===== config.mk =====
export PLATFORM = sky130hd
export DESIGN_NAME = demux_tdm4_flat
export DESIGN_NICKNAME = d
export VERILOG_FILES = /design/src/rtl/demux_tdm4_pkg.sv /design/src/rtl/demux_tdm4_if.sv /design/src/rtl/demux_tdm4_dec2_4.sv /design/src/rtl/demux_tdm4.sv /design/src/flat_wrapper.sv
export SDC_FILE = /design/constraint.sdc
export NUM_CORES = 1
export LEC_CHECK = 0
export CAP_MARGIN = 20
export CORE_ASPECT_RATIO = 1.1
export CORE_MARGIN = 1
export CORE_UTILIZATION = 49
export DETAILED_ROUTE_END_ITERATION = 6
export GPL_ROUTABILITY_DRIVEN = 0
export PLACE_DENSITY_LB_ADDON = 0.2
export SLEW_MARGIN = 20
export SYNTH_ARGS = -nofsm -noshare
export SYNTH_HDL_FRONTEND = slang
export SYNTH_SLANG_ARGS = --single-unit

===== constraint.sdc =====
create_clock -name clk -period 1.5 [get_ports clk]
set_input_delay 0.45 -clock clk [delete_from_list [all_inputs] [get_ports clk]]
set_output_delay 0.45 -clock clk [all_outputs]
set_load 0.02 [all_outputs]

===== src/rtl/demux_tdm4_pkg.sv =====
// Shared types and constants for the 4-slot TDM receive demultiplexer.
// Slot numbering matches the transmit-side 4:1 mux select encoding.
package demux_tdm4_pkg;

    localparam int WIDTH = 4;
    localparam int SLOTS = 4;

    localparam logic [1:0] SLOT_A = 2'd0;
    localparam logic [1:0] SLOT_B = 2'd1;
    localparam logic [1:0] SLOT_C = 2'd2;
    localparam logic [1:0] SLOT_D = 2'd3;

    typedef enum logic {
        ST_HUNT   = 1'b0,
        ST_LOCKED = 1'b1
    } state_t;

    typedef logic [WIDTH-1:0] sample_t;

    typedef struct packed {
        logic    sync;
        sample_t data;
    } beat_t;

    function automatic logic [1:0] slot_inc(input logic [1:0] slot);
        return slot + 2'd1;
    endfunction

endpackage


===== src/rtl/demux_tdm4_if.sv =====
// Link-side and frame-side signals of the TDM receiver.
// master drives the serial link; slave is the demultiplexer.
interface demux_tdm4_if;
    import demux_tdm4_pkg::*;

    logic       in_valid;
    logic       in_sync;
    sample_t    din;
    sample_t    a;
    sample_t    b;
    sample_t    c;
    sample_t    d;
    logic       out_valid;
    logic [1:0] s;
    logic       locked;
    logic       sync_err;

    modport master (
        output in_valid, in_sync, din,
        input  a, b, c, d, out_valid, s, locked, sync_err
    );

    modport slave (
        input  in_valid, in_sync, din,
        output a, b, c, d, out_valid, s, locked, sync_err
    );

endinterface


===== src/rtl/demux_tdm4_dec2_4.sv =====
// Gate-level 2-to-4 decoder with enable: one-hot per-slot write strobes.
// Mirror image of the transmit 4:1 mux select tree.
module demux_tdm4_dec2_4 (
    input  logic [1:0] i_sel,
    input  logic       i_en,
    output logic [3:0] o_y
);

    logic w_ns0;
    logic w_ns1;

    not u_n0 (w_ns0, i_sel[0]);
    not u_n1 (w_ns1, i_sel[1]);

    and u_a0 (o_y[0], i_en, w_ns1,    w_ns0);
    and u_a1 (o_y[1], i_en, w_ns1,    i_sel[0]);
    and u_a2 (o_y[2], i_en, i_sel[1], w_ns0);
    and u_a3 (o_y[3], i_en, i_sel[1], i_sel[0]);

endmodule


===== src/rtl/demux_tdm4.sv =====
// 4-slot TDM frame receiver: hunts for the slot-0 sync, gathers slots into
// shadow registers and publishes whole frames with a one-cycle out_valid.
module demux_tdm4
    import demux_tdm4_pkg::*;
(
    input  logic         clk,
    input  logic         reset,
    demux_tdm4_if.slave  bus
);

    state_t                       r_state;
    state_t                       w_state_nxt;
    logic [1:0]                   r_s;
    logic [1:0]                   w_s_nxt;
    logic                         r_out_valid;
    logic                         w_out_valid_nxt;
    logic                         r_sync_err;
    logic                         w_sync_err_nxt;

    logic [SLOTS-2:0][WIDTH-1:0]  r_shadow;
    logic [SLOTS-1:0][WIDTH-1:0]  r_frame;

    logic                         w_dec_en;
    logic [SLOTS-1:0]             w_we;
    logic                         w_sync;
    logic [SLOTS-2:0]             w_ld_sh;
    logic                         w_ld_out;

    assign w_dec_en = bus.in_valid & (r_state == ST_LOCKED);
    assign w_sync   = bus.in_valid & bus.in_sync;

    demux_tdm4_dec2_4 u_dec (
        .i_sel (r_s),
        .i_en  (w_dec_en),
        .o_y   (w_we)
    );

    // A sync always restarts the frame at slot 0, in HUNT or mid-frame.
    assign w_ld_sh[0] = w_sync | w_we[0];
    assign w_ld_sh[1] = w_we[1] & ~bus.in_sync;
    assign w_ld_sh[2] = w_we[2] & ~bus.in_sync;
    assign w_ld_out   = w_we[3] & ~bus.in_sync;

    always_ff @(posedge clk) begin
        if (reset) begin
            r_state     <= ST_HUNT;
            r_s         <= SLOT_A;
            r_out_valid <= 1'b0;
            r_sync_err  <= 1'b0;
        end else begin
            r_state     <= w_state_nxt;
            r_s         <= w_s_nxt;
            r_out_valid <= w_out_valid_nxt;
            r_sync_err  <= w_sync_err_nxt;
        end
    end

    always_comb begin
        w_state_nxt     = r_state;
        w_s_nxt         = r_s;
        w_out_valid_nxt = 1'b0;
        w_sync_err_nxt  = 1'b0;
        case (r_state)
            ST_HUNT: begin
                if (w_sync) begin
                    w_state_nxt = ST_LOCKED;
                    w_s_nxt     = SLOT_B;
                end
            end
            ST_LOCKED: begin
                if (bus.in_valid) begin
                    if (bus.in_sync) begin
                        w_s_nxt        = SLOT_B;
                        w_sync_err_nxt = (r_s != SLOT_A);
                    end else begin
                        w_s_nxt         = slot_inc(r_s);
                        w_out_valid_nxt = (r_s == SLOT_D);
                    end
                end
            end
            default: begin
                w_state_nxt = ST_HUNT;
                w_s_nxt     = SLOT_A;
            end
        endcase
    end

    always_ff @(posedge clk) begin
        if (reset) begin
            r_shadow <= '0;
            r_frame  <= '0;
        end else begin
            for (int i = 0; i < SLOTS - 1; i++) begin
                if (w_ld_sh[i]) begin
                    r_shadow[i] <= bus.din;
                end
            end
            if (w_ld_out) begin
                r_frame <= {bus.din, r_shadow[2], r_shadow[1], r_shadow[0]};
            end
        end
    end

    assign bus.a         = r_frame[SLOT_A];
    assign bus.b         = r_frame[SLOT_B];
    assign bus.c         = r_frame[SLOT_C];
    assign bus.d         = r_frame[SLOT_D];
    assign bus.out_valid = r_out_valid;
    assign bus.sync_err  = r_sync_err;
    assign bus.s         = r_s;
    assign bus.locked    = (r_state == ST_LOCKED);

endmodule

===== src/flat_wrapper.sv =====
// flat-port wrapper written by rule: the top's interface ports become plain ports
module demux_tdm4_flat import demux_tdm4_pkg::*;
  (clk, reset, bus_in_valid, bus_in_sync, bus_din, bus_a, bus_b, bus_c, bus_d, bus_out_valid, bus_s, bus_locked, bus_sync_err);
  demux_tdm4_if bus_i ();
  input  logic clk;
  input  logic reset;
  input wire logic [$bits(bus_i.in_valid)-1:0] bus_in_valid;
  input wire logic [$bits(bus_i.in_sync)-1:0] bus_in_sync;
  input wire logic [$bits(bus_i.din)-1:0] bus_din;
  output wire logic [$bits(bus_i.a)-1:0] bus_a;
  output wire logic [$bits(bus_i.b)-1:0] bus_b;
  output wire logic [$bits(bus_i.c)-1:0] bus_c;
  output wire logic [$bits(bus_i.d)-1:0] bus_d;
  output wire logic [$bits(bus_i.out_valid)-1:0] bus_out_valid;
  output wire logic [$bits(bus_i.s)-1:0] bus_s;
  output wire logic [$bits(bus_i.locked)-1:0] bus_locked;
  output wire logic [$bits(bus_i.sync_err)-1:0] bus_sync_err;
  assign bus_i.in_valid = bus_in_valid;
  assign bus_i.in_sync = bus_in_sync;
  assign bus_i.din = bus_din;
  assign bus_a = bus_i.a;
  assign bus_b = bus_i.b;
  assign bus_c = bus_i.c;
  assign bus_d = bus_i.d;
  assign bus_out_valid = bus_i.out_valid;
  assign bus_s = bus_i.s;
  assign bus_locked = bus_i.locked;
  assign bus_sync_err = bus_i.sync_err;
  demux_tdm4 u_core (.clk(clk), .reset(reset), .bus(bus_i));
endmodule

==> impl_metrics.py, run 1 <==
metrics = {
    "timing": {
        "tightest_slew_ns": 0.279,
        "min_period_ns": 1.46,
        "skew_ns": 0.0116,
        "min_period_over_period_pct": 97.0,
        "fmax_ghz": 0.687,
        "hold_viol": 0,
        "max-slew-margin-rel_pct": 81.4,
        "rsz0062_at_grt": "false",
        "tns_ns": 0,
        "setup_violations": 0,
        "finalMaxSlewViolations": 0,
        "whs_ns": 0.474,
    },
    "global_routing": {
        "grtUsageTotal_pct": 19.7,
        "grt_pass1_wl_um": 4210,
        "antenna_found_initial": 0,
        "grt_overflow": 0,
        "grt_max_degree": 19,
        "grt_pass1_vias": 938,
    },
    "final_layout": {
        "drive_gt1_share_pct": 17.1,
        "antennaDiodeCount": 0,
        "final_nets": 167,
        "n_fill_cell": 208,
        "syn_to_final_growth_pct": 30.2,
        "seqCellArea_um2": 662,
        "multi_input_area_um2": 647,
    },
    "floorplanning": {
        "die_area_mm2": 0.00302,
        "ios": 29,
        "start_util_pct": 53.5,
        "die_w_um": 52.5,
        "core_mm2": 0.00257,
        "num_rows": 19,
        "die_h_um": 57.5,
    },
    "yosys": {
        "ys_seq_elements": 33,
        "syn_area_mm2": 0.00137,
        "syn_nets": 132,
        "yosysWarnings": 0,
        "synth_top_area_cell": "dfxtp_1",
        "ys_top_cells_by_area": "dfxtp_1, mux2i_1, nand2b_1",
        "synth_area_per_cell_um2": 11.3,
        "synthCells": 122,
        "yosysSeqAreaShare_pct": 48.1,
        "synth_cell_types": 19,
        "synth_top_area_share_pct": 48.1,
    },
    "clocking": {
        "cts_max_level": 2,
        "cts_setup_buffers": 0,
        "cts_root_buffer": "clkbuf_4",
        "cts_max_path_buffers": 2,
        "cts_sinks": 33,
        "cts_hold_buf": 0,
        "cts_tree": "built",
        "path_clk_slew_ns": 0.10,
        "cts_made_buffers": 5,
        "clock_latency_ns": 0.33,
    },
    "detailed_routing": {
        "wl_um": 2440,
        "drtIter0Drc": 7,
        "vias_per_cell": 4.86,
        "ant_nets": 0,
        "wire_per_inst_um": 12.9,
        "vias": 919,
        "drc": 0,
        "first_pass_iters": 4,
    },
    "setup_path": {
        "cp_cell_sequence": "dlygate4sd2_1",
        "critPathSlowestCell": "dfxtp_1",
        "crit_buf_inv": 1,
        "crit_family": "flip-flops",
        "crit_type": "reg2out",
        "arrival_ns": 1.01,
        "max_stage_delay_ns": 0.34,
        "path_max_fanout": 2,
        "required_ns": 1.05,
        "critPathLaunchType": "register",
        "cp-end-kind": "output pin",
    },
    "placement": {
        "hpwlAfterDp_um": 1780,
        "port_buffers": 28,
    },
    "pwr": {
        "powerDensity_mw_per_mm2": 960,
        "ir_drop_mv": 0.772,
        "p_leak_nw": 0.782,
    },
    "flow_run": {
        "cap_violations": 0,
    },
    "worst_hold_path": {
        "min_path_type": "reg2reg",
    },
    "status": {
        "status": "complete, no violations",
    },
}
[synthesized netlist by cell type]
cell type / number
nand3_2: 1
and3b_1: 1
and3_4: 3
o31ai_4: 1
a22oi_1: 1
ha_1: 2
a21oi_1: 1
dfxtp_1: 33
mux2_2: 1
nand2b_1: 32
mux2i_1: 28
buf_6: 4
inv_1: 2
o21ai_0: 1
and3b_2: 1
nor2_1: 3
clkbuf_1: 4
nor4b_1: 1
nand2_1: 2
[cell type report]
| type | instances | area share, % |
|---|---|---|
| inverters | 2 | 0.420 |
| well taps | 31 | 2.17 |
| repair buffers | 36 | 19.5 |
| clock buffers | 7 | 3.08 |
| multi-input cells | 79 | 36.2 |
| flip-flops and latches | 33 | 37.0 |
| clock inverters | 1 | 1.68 |
[metal layers]
layer | up-vias | wire length (um) | global-route usage [%]
li1 | 478 | - | -
met5 | - | 0 | 0
met3 | 6 | 107 | 7.47
met2 | 18 | 1160 | 30.6
met1 | 417 | 1110 | 23.2
met4 | 0 | 61 | 10.2
[what timing repair did]
item / in CTS / in global routing
gates resized for setup: 25 / 14
pin swaps: 0 / 2
endpoints found under the setup margin: 30 / 28
[cell usage in the layout, fill, tap and decap left out, types with 2 or more instances in the layout]
master           instances
and3_4                   3
and3b_2                  2
buf_12                   2
buf_4                    6
clkbuf_2                 2
clkbuf_4                 5
clkdlybuf4s15_1          8
clkdlybuf4s50_1          5
dfxtp_1                 32
dlygate4sd2_1           10
dlymetal6s2s_1           2
ha_1                     2
inv_1                    2
mux2i_1                 28
nand2_1                  2
nand2b_1                32
nor2_1                   3
[path summary, 6_finish.rpt]
check,depth (start not counted),startpoint,slack (ns),end
max,1,u_core.bus.a[0],0.04,bus_a[0]
min,2,u_core.bus.a[2],0.47,u_core.bus.a[2]
max reg2reg,3,u_core.bus.locked,0.29,u_core.bus.a[0]
min reg2reg,2,u_core.bus.a[2],0.47,u_core.bus.a[2]
[cell families after synthesis]
| logic type | count (synthesis) | synth area share, % |
|---|---|---|
| simple gates | 44 | 21.1 |
| flops | 33 | 48.1 |
| mux | 29 | 21.2 |
| buf+inv | 10 | 4.92 |
| compound gates | 4 | 2.82 |
| fa+ha+maj | 2 | 1.82 |
[power by group]
part	switching (mW)	internal, mW
sequential	0.00567	0.888
combinational	0.0584	0.0729
clock	0.294	0.398
total	0.358	1.36
[stage by stage]
step	instances	total power [mW]	area (um2)	utilization [%]	setup WS, ns
6_report	189	1.72	1790	69.7	0.0443
5_1_grt	189	1.78	1790	69.7	0.00101
4_1_cts	189	1.73	1780	69.4	0.00985
3_5_place_dp	181	1.05	1720	66.9	-0.391
3_3_place_gp	181	1.04	1720	66.9	-0.326
2_1_floorplan	122	0.984	1370	-	0.184
[registers in the layout (all words and copies together) (netlist names)]
name / cells
u_core.bus.sync_err: 1
u_core.bus.d: 4
u_core.bus.c: 4
u_core.bus.s: 2
u_core.bus.out_valid: 1
u_core.bus.a: 4
u_core.bus.locked: 1
u_core.r_shadow: 12
u_core.bus.b: 4
Power figures use the tool's default switching activity.
==> inputs of run 2 (changes only) <==
- CORE_UTILIZATION: 49 -> 52
- CTS_BUF_LIST: default -> sky130_fd_sc_hd__clkbuf_4 sky130_fd_sc_hd__clkbuf_8
- CTS_CLUSTER_SIZE: default -> 8
- HOLD_SLACK_MARGIN: default -> 0.12
==> run 2 against run 1 <==
  * Routed wire length shrank 4.7%
  * Setup slack improved by 0.0082 ns
  * Utilization rose by 1.7 points
  * Clock power rose by 2%
  * Largest power group unchanged
  * Clock skew is 0.0075 ns lower
  * Non-clock buffer count is 1 lower
  * Die area down 5.6%
  * Critical path type unchanged
  * Register-to-register slack worse by 0.03 ns
  * Critical path depth unchanged
  * Cell area fell by 0.42%
  * Largest cell class unchanged
==> impl_metrics.py, run 2 (synthesis gave the netlist of run 1 again) <==
metrics = {
    "clocking": {
        "clock_latency_ns": 0.34,
        "cts_max_level": 2,
        "cts_root_buffer": "clkbuf_4",
        "cts_max_path_buffers": 2,
        "cts_made_buffers": 5,
        "cts_hold_buf": 0,
        "cts_sinks": 33,
        "cts_tree": "built",
        "cts_setup_buffers": 0,
        "path_clk_slew_ns": 0.09,
    },
    "timing": {
        "tightest_slew_ns": 0.321,
        "skew_ns": 0.00415,
        "setup_violations": 0,
        "rsz0062_at_grt": "false",
        "whs_ns": 0.476,
        "max-slew-margin-rel_pct": 78.4,
        "finalMaxSlewViolations": 0,
        "fmax_ghz": 0.691,
        "min_period_ns": 1.45,
        "hold_viol": 0,
        "min_period_over_period_pct": 96.5,
    },
    "global_routing": {
        "grt_pass1_vias": 911,
        "busiest_layer": "met2",
        "grt_util_met2_pct": 30.1,
        "grt_overflow": 0,
        "grtUsageMet3_pct": 9.02,
        "met1_usage_pct": 22.5,
        "grtUsageTotal_pct": 19.8,
        "grt_max_degree": 36,
        "antenna_found_initial": 0,
        "grt_pass1_wl_um": 4020,
    },
    "final_layout": {
        "largest_reg_flops": 12,
        "finalNonFillerCells": 188,
        "syn_to_final_growth_pct": 29.7,
        "final_nets": 166,
        "drive_gt1_share_pct": 17.8,
        "multi_input_area_um2": 654,
        "final_core_util_pct": 71.4,
        "n_fill_cell": 200,
        "layout_common_cells": "nand2b_1, dfxtp_1, mux2i_1",
        "antennaDiodeCount": 0,
        "regMostFlops": "u_core.r_shadow",
        "seqCellArea_um2": 662,
    },
    "setup_path": {
        "r2r_start": "u_core.bus.locked",
        "critPathSlowestCell": "dfxtp_1",
        "crit_family": "flip-flops",
        "critPathLaunchType": "register",
        "crit_buf_inv": 1,
        "max_stage_delay_ns": 0.34,
        "required_ns": 1.05,
        "cp_cell_sequence": "dlygate4sd2_1",
        "arrival_ns": 1.00,
        "path_max_fanout": 2,
        "cp-end-kind": "output pin",
        "startpoint": "u_core.bus.s[1]",
        "crit_type": "reg2out",
    },
    "floorplanning": {
        "ios": 29,
        "die_area_mm2": 0.00285,
        "core_mm2": 0.00250,
        "start_util_pct": 55.0,
        "die_h_um": 55.9,
        "die_w_um": 51.0,
        "num_rows": 19,
    },
    "pwr": {
        "powerDensity_mw_per_mm2": 968,
        "p_leak_nw": 0.757,
        "p_total_mw": 1.72,
        "ir_drop_mv": 0.857,
    },
    "status": {
        "status": "complete, no violations",
    },
    "detailed_routing": {
        "wire_per_inst_um": 12.4,
        "ant_nets": 0,
        "wl_um": 2330,
        "drtIter0Drc": 14,
        "drc": 0,
        "vias_per_cell": 5.01,
        "first_pass_iters": 4,
        "vias": 941,
    },
    "worst_hold_path": {
        "holdCritStartpoint": "u_core.bus.b[0]",
        "min_path_type": "reg2reg",
    },
    "placement": {
        "port_buffers": 28,
        "dp_cells": 180,
        "hpwlAfterDp_um": 1610,
    },
    "flow_run": {
        "cap_violations": 0,
    },
}
run 2: cell count changes in the layout (fill, tap and decap cells not counted), sizes merged:
cell / before / now
clkbuf: 9 / 10
clkdlybuf4s15: 9 / 13
dlygate4sd2: 10 / 5
buf: 8 / 7
run 2: cell type report:
cell class | instances | share of cell area, %
inverters | 2 | 0.421
clock buffers | 7 | 3.30
flip-flops and latches | 33 | 37.1
multi-input cells | 79 | 36.7
clock inverters | 1 | 1.69
repair buffers | 35 | 18.5
well taps | 31 | 2.18
run 2: what timing repair did:
item / CTS / global route
pin swaps: 0 / 1
endpoints found under the setup margin: 37 / 18
gates resized for setup: 24 / 22
run 2: report_power, final:
part	switching, mW	internal, mW
clock	0.287	0.416
combinational	0.0589	0.0688
sequential	0.00541	0.888
total	0.351	1.37
run 2: worst register-to-register path: stages (launching register included):
cell	delay, ns
dfxtp_2	0.37
and3b_2	0.29
and3_4	0.31
mux2i_1	0.21
run 2: worst paths after layout:
| check | to | slack [ns] | depth (start not counted) |
|---|---|---|---|
| worst min-delay path | u_core.bus.b[0] | 0.48 | 2 |
| worst min register to register | u_core.bus.b[0] | 0.48 | 2 |
| worst max register to register | u_core.bus.a[3] | 0.26 | 3 |
| worst max-delay path | bus_s[1] | 0.05 | 1 |
run 2: layer usage:
layer,vias to the layer above,share of wire [%]
met3,7,5.3
li1,474,-
met4,0,2.2
met2,21,47
met5,-,0
met1,439,46
run 2: metrics by stage:
step	instance area, um2	setup TNS [ns]	setup slack, ns
6_report	1780	0	0.0525
5_1_grt	1780	0	0.00420
4_1_cts	1760	0	0.0154
3_5_place_dp	1700	-9.29	-0.382
3_3_place_gp	1700	-8.08	-0.328
2_1_floorplan	1370	0	0.184
